### src/rtl/alu_seq_ctrl.sv
// Four-state instruction sequencer that decodes opcode/funct into a registered ALU control code.
// Optional feature: define ALU_SEQ_ILLEGAL_TRAP_EN to flag unlisted encodings on illegal_op during DONE.
module alu_seq_ctrl (
    input  logic       clk,
    input  logic       reset,
    input  logic       start,
    input  logic [5:0] opcode,
    input  logic [5:0] funct,
    input  logic       zero,
    output logic [5:0] alu_control_out,
    output logic       busy,
    output logic       done,
    output logic       reg_write,
    output logic       branch_taken,
    output logic       illegal_op
);

    localparam logic [1:0] S_IDLE   = 2'b00;
    localparam logic [1:0] S_DECODE = 2'b01;
    localparam logic [1:0] S_EXEC   = 2'b10;
    localparam logic [1:0] S_DONE   = 2'b11;

    // Result packing: {legal, branch, code[5:0]}; unlisted encodings yield all zeros.
    function automatic logic [7:0] decode_op(input logic [5:0] op, input logic [5:0] fn);
        logic [7:0] d;
        d = 8'h00;
        case (op)
            6'b000000: begin
                case (fn)
                    6'b100000: d = {2'b10, 6'b000000};
                    6'b100010: d = {2'b10, 6'b000001};
                    6'b100100: d = {2'b10, 6'b000010};
                    6'b100111: d = {2'b10, 6'b000011};
                    6'b100101: d = {2'b10, 6'b000100};
                    6'b101010: d = {2'b10, 6'b000101};
                    default:   d = 8'h00;
                endcase
            end
            6'b001000: d = {2'b10, 6'b000110};
            6'b001100: d = {2'b10, 6'b000111};
            6'b011000: d = {2'b10, 6'b001000};
            6'b001101: d = {2'b10, 6'b001001};
            6'b001010: d = {2'b10, 6'b001101};
            6'b000100: d = {2'b11, 6'b001010};
            6'b000101: d = {2'b11, 6'b001011};
            6'b000001: d = {2'b11, 6'b001100};
            default:   d = 8'h00;
        endcase
        return d;
    endfunction

    logic [1:0] r_state;
    logic [5:0] r_opcode;
    logic [5:0] r_funct;
    logic [5:0] r_alu_ctrl;
    logic       r_busy;
    logic       r_done;
    logic       r_reg_write;
    logic       r_branch_taken;
    logic       r_illegal_op;

    logic [1:0] w_next_state;
    logic [7:0] w_dec;
    logic       w_legal;
    logic       w_branch;

    assign w_dec    = decode_op(r_opcode, r_funct);
    assign w_legal  = w_dec[7];
    assign w_branch = w_dec[6];

    // Next-state selection; start only matters while idle.
    always_comb begin
        w_next_state = r_state;
        case (r_state)
            S_IDLE: begin
                if (start) begin
                    w_next_state = S_DECODE;
                end else begin
                    w_next_state = S_IDLE;
                end
            end
            S_DECODE: w_next_state = S_EXEC;
            S_EXEC:   w_next_state = S_DONE;
            S_DONE:   w_next_state = S_IDLE;
            default:  w_next_state = S_IDLE;
        endcase
    end

    // State register and instruction latch.
    always_ff @(posedge clk or posedge reset) begin
        if (reset) begin
            r_state  <= S_IDLE;
            r_opcode <= 6'b000000;
            r_funct  <= 6'b000000;
        end else begin
            r_state <= w_next_state;
            if (r_state == S_IDLE && start) begin
                r_opcode <= opcode;
                r_funct  <= funct;
            end
        end
    end

    // Status outputs are registered so they line up with the state they describe.
    always_ff @(posedge clk or posedge reset) begin
        if (reset) begin
            r_alu_ctrl     <= 6'b000000;
            r_busy         <= 1'b0;
            r_done         <= 1'b0;
            r_reg_write    <= 1'b0;
            r_branch_taken <= 1'b0;
            r_illegal_op   <= 1'b0;
        end else begin
            r_busy <= (w_next_state != S_IDLE);
            r_done <= (w_next_state == S_DONE);
            if (r_state == S_DECODE) begin
                r_alu_ctrl <= w_dec[5:0];
            end
            // zero is captured on the EXEC-to-DONE edge.
            r_reg_write    <= (r_state == S_EXEC) && w_legal && !w_branch;
            r_branch_taken <= (r_state == S_EXEC) && w_legal && w_branch && zero;
`ifdef ALU_SEQ_ILLEGAL_TRAP_EN
            r_illegal_op   <= (r_state == S_EXEC) && !w_legal;
`else
            r_illegal_op   <= 1'b0;
`endif
        end
    end

    assign alu_control_out = r_alu_ctrl;
    assign busy            = r_busy;
    assign done            = r_done;
    assign reg_write       = r_reg_write;
    assign branch_taken    = r_branch_taken;
    assign illegal_op      = r_illegal_op;

endmodule

### config.mk
export PLATFORM = sky130hd
export DESIGN_NAME = alu_seq_ctrl
export DESIGN_NICKNAME = d
export VERILOG_FILES = /design/src/rtl/alu_seq_ctrl.sv
export SDC_FILE = /design/constraint.sdc
export NUM_CORES = 1
export LEC_CHECK = 0
export CAP_MARGIN = 20
export CORE_MARGIN = 2
export CORE_UTILIZATION = 49
export CTS_CLUSTER_SIZE = 20
export DETAILED_ROUTE_END_ITERATION = 8
export GPL_ROUTABILITY_DRIVEN = 0
export PLACE_DENSITY = 0.78
export SKIP_CTS_REPAIR_TIMING = 1
export SLEW_MARGIN = 10
export SYNTH_ARGS = -nofsm -noshare
export SYNTH_HDL_FRONTEND = slang
export SYNTH_SLANG_ARGS = --single-unit
export TNS_END_PERCENT = 30
### constraint.sdc
create_clock -name clk -period 1.8 [get_ports clk]
set_input_delay 0.36 -clock clk [delete_from_list [all_inputs] [get_ports clk]]
set_output_delay 0.36 -clock clk [all_outputs]
set_load 0.005 [all_outputs]
==> reports/metrics.csv <==
metric,value,unit
ys_types,39,
cts_sinks,22,
vias_per_cell,5.53,
ys_seq_elements,22,
io_pins,27,
drv_slew,0,
path_max_fanout,12,
drtPass1Iterations,4,
dr.first_iter.drc_count,10,
grt_max_degree,23,
final_net_count,153,
grt_pass1_vias,920,
intPower,1.41,mW
maxCapViolCount,0,
drt_wl_total,2380,um
netSwitchingFraction,38.7,%
cts_tree,yes,
power_leakage,0.625,nW
diodes,0,
r2r_end,alu_control_out[2],
worstPathArrival,1.91,ns
top_usage_layer,met2,
dr_total_vias,885,
wl_per_cell,14.9,um
synth_top_cell_area_share,45.9,%
power_density,1550,nW/um^2
synth_ff_type,dfrtp_1,
drive_gt1_share,19.7,%
synth_area,1200,um^2
fin_util,66.0,%
hold_viol,0,
synth_edf_count,0,
vdd_drop_max,0.000866,V
setup.worst_path.end_class,flip-flop,
ys_seq_area_share,45.9,%
drc,0,
clock_skew,0.00223,ns
layout_commonest_cell,clkdlybuf4s50_1,
finalSetupViolCount,0,
setup.worst_path.start,r_opcode[0],
slowest_delay,0.52,ns
synthCells,107,
grt_usage,20.0,%
switching_power,0.891,mW
power.total,2.30,mW
grt_util_met1,23.6,%
rrSetupSlack,0.14,ns
layout_common_cells,"clkdlybuf4s50_1 (23), dfrtp_1 (22), mux2_2 (14)",
start_util,53.2,%
insertion_delay,0.32,ns
fmax,604,MHz
reg2reg_from,r_opcode[0],
yosysTopAreaCell,dfrtp_1,
cts_buffer_depth,2,
cp-start-kind,flip-flop,
final_cells,160,
place_inst,156,
path_cells,nor3b_2 -> a221oi_1 -> or3_1 -> o2bb2ai_1,
cp.required,2.05,ns
die_x,53.5,um
synthArstFlopShare,100,%
post-route-min-period,1.66,ns
cts_buffers,3,
fin_setup_tns,0,ns
grt_use_met2,34.4,%
antenna_found_initial,0,
rows,17,
root_buffer,clkbuf_4,
status,"complete, no violations",
area_delta_synth_final,24.1,%
die_y,53.5,um
io_buffers,23,
fp.coreArea,2250,um^2
hold_class,in2async,
ys_top_cells_by_area,"dfrtp_1 (46%), mux2_2 (13%), ha_1 (4.2%)",
syn_area_per_cell,11.2,um^2
clkPwrFrac,12.3,%
place.detailed.hpwl,1770,um
combinationalPowerShare,45.3,%
path_clk_slew,0.12,ns
yosys_warnings,0,
grt_pass1_wl,4000,um
use_met3,2.82,%
ant_nets,0,
die_area,2860,um^2
seq_power_share,42.5,%
reg2reg_depth,4,
rsz0062_at_grt,no,
htree_num_levels,1,
crit_buf_inv,0,
grt-ovfl-total,0,
crit_family,simple AND/OR/NAND/NOR gates,
worst-setup-path-type,reg2reg,
crit_slowest_cell,dfrtp_1,
finalCritPeriodShare,92.0,%
[worst max-delay path by stage]
stage                                     to  slack, ns  depth (start not counted)
after floorplan                   r_funct[0]       0.30                          5
after global placement    alu_control_out[2]       0.20                          4
after detailed placement  alu_control_out[2]       0.06                          4
after CTS                 alu_control_out[2]       0.04                          4
after global routing      alu_control_out[2]       0.06                          4
final                     alu_control_out[2]       0.14                          4
[registers in the layout, indices dropped and copies added, names as in the netlist]
name,flops
done,1
r_state,2
busy,1
r_funct,6
reg_write,1
branch_taken,1
alu_control_out,4
r_opcode,6
[synth_stat cells (2+ instances only)]
library cell and n:
nor2b_1 2, buf_2 2, nand2b_1 2, nor3b_1 2, dfrtp_1 22, inv_1 8
mux2i_1 2, nand2_1 4, or3_1 2, o21ai_0 5, buf_4 3, nor2_1 4
nor3_1 2, nand3b_1 3, a21oi_1 4, mux2_2 14, ha_1 4
[per-layer routing]
metal | vias up | routed length, um
met3 | 5 | 81
li1 | 424 | -
met4 | 0 | 48
met1 | 433 | 1050
met2 | 23 | 1200
met5 | - | 0
[cell families (layout without fill, tap and decap cells)]
| logic type | Yosys count | after routing | share of synthesized area, % |
|---|---|---|---|
| AO/OA/AOI/OAI | 20 | 20 | 11.8 |
| multiplexers | 16 | 16 | 14.8 |
| AND/OR/NAND/NOR | 28 | 28 | 15.8 |
| buffers and inverters | 15 | 38 | 6.47 |
| XOR/XNOR | 1 | 1 | 0.731 |
| flip-flops | 22 | 22 | 45.9 |
| adder cells (fa/ha/maj) | 4 | 4 | 4.18 |
| other | 1 | 3 | 0.313 |
[power groups by stage]
stage | Sequential, mW | Combinational (mW) | Clock (mW)
after CTS | 0.963 | 1.04 | 0.283
after detailed placement | 0.975 | 1.04 | 0
after floorplan | 0.863 | 0.823 | 0
after global routing | 1.01 | 1.16 | 0.298
after global placement | 0.944 | 0.986 | 0
final | 0.977 | 1.04 | 0.282
[layout make-up]
type,count,area (um^2)
Clock buffer,4,36.3
Fill cell,196,767
Inverter,8,30.0
Multi-Input combinational cell,72,583
Sequential cell,22,551
Tap cell,28,35.0
Timing Repair Buffer,26,253
[worst min-delay path, cell delays in order]
cell and delay (ns):
clkdlybuf4s50_1 0.39, inv_1 0.05, buf_4 0.28
[stage by stage]
step	worst slack (ns)	hold WS (ns)	cell area [um^2]
2_1_floorplan	0.297	0.349	1210
3_3_place_gp	0.202	0.474	1450
3_5_place_dp	0.0638	0.492	1450
4_1_cts	0.0367	0.360	1480
5_1_grt	0.0591	0.417	1490
6_report	0.144	0.351	1490
(Power assumes the default switching activity.)
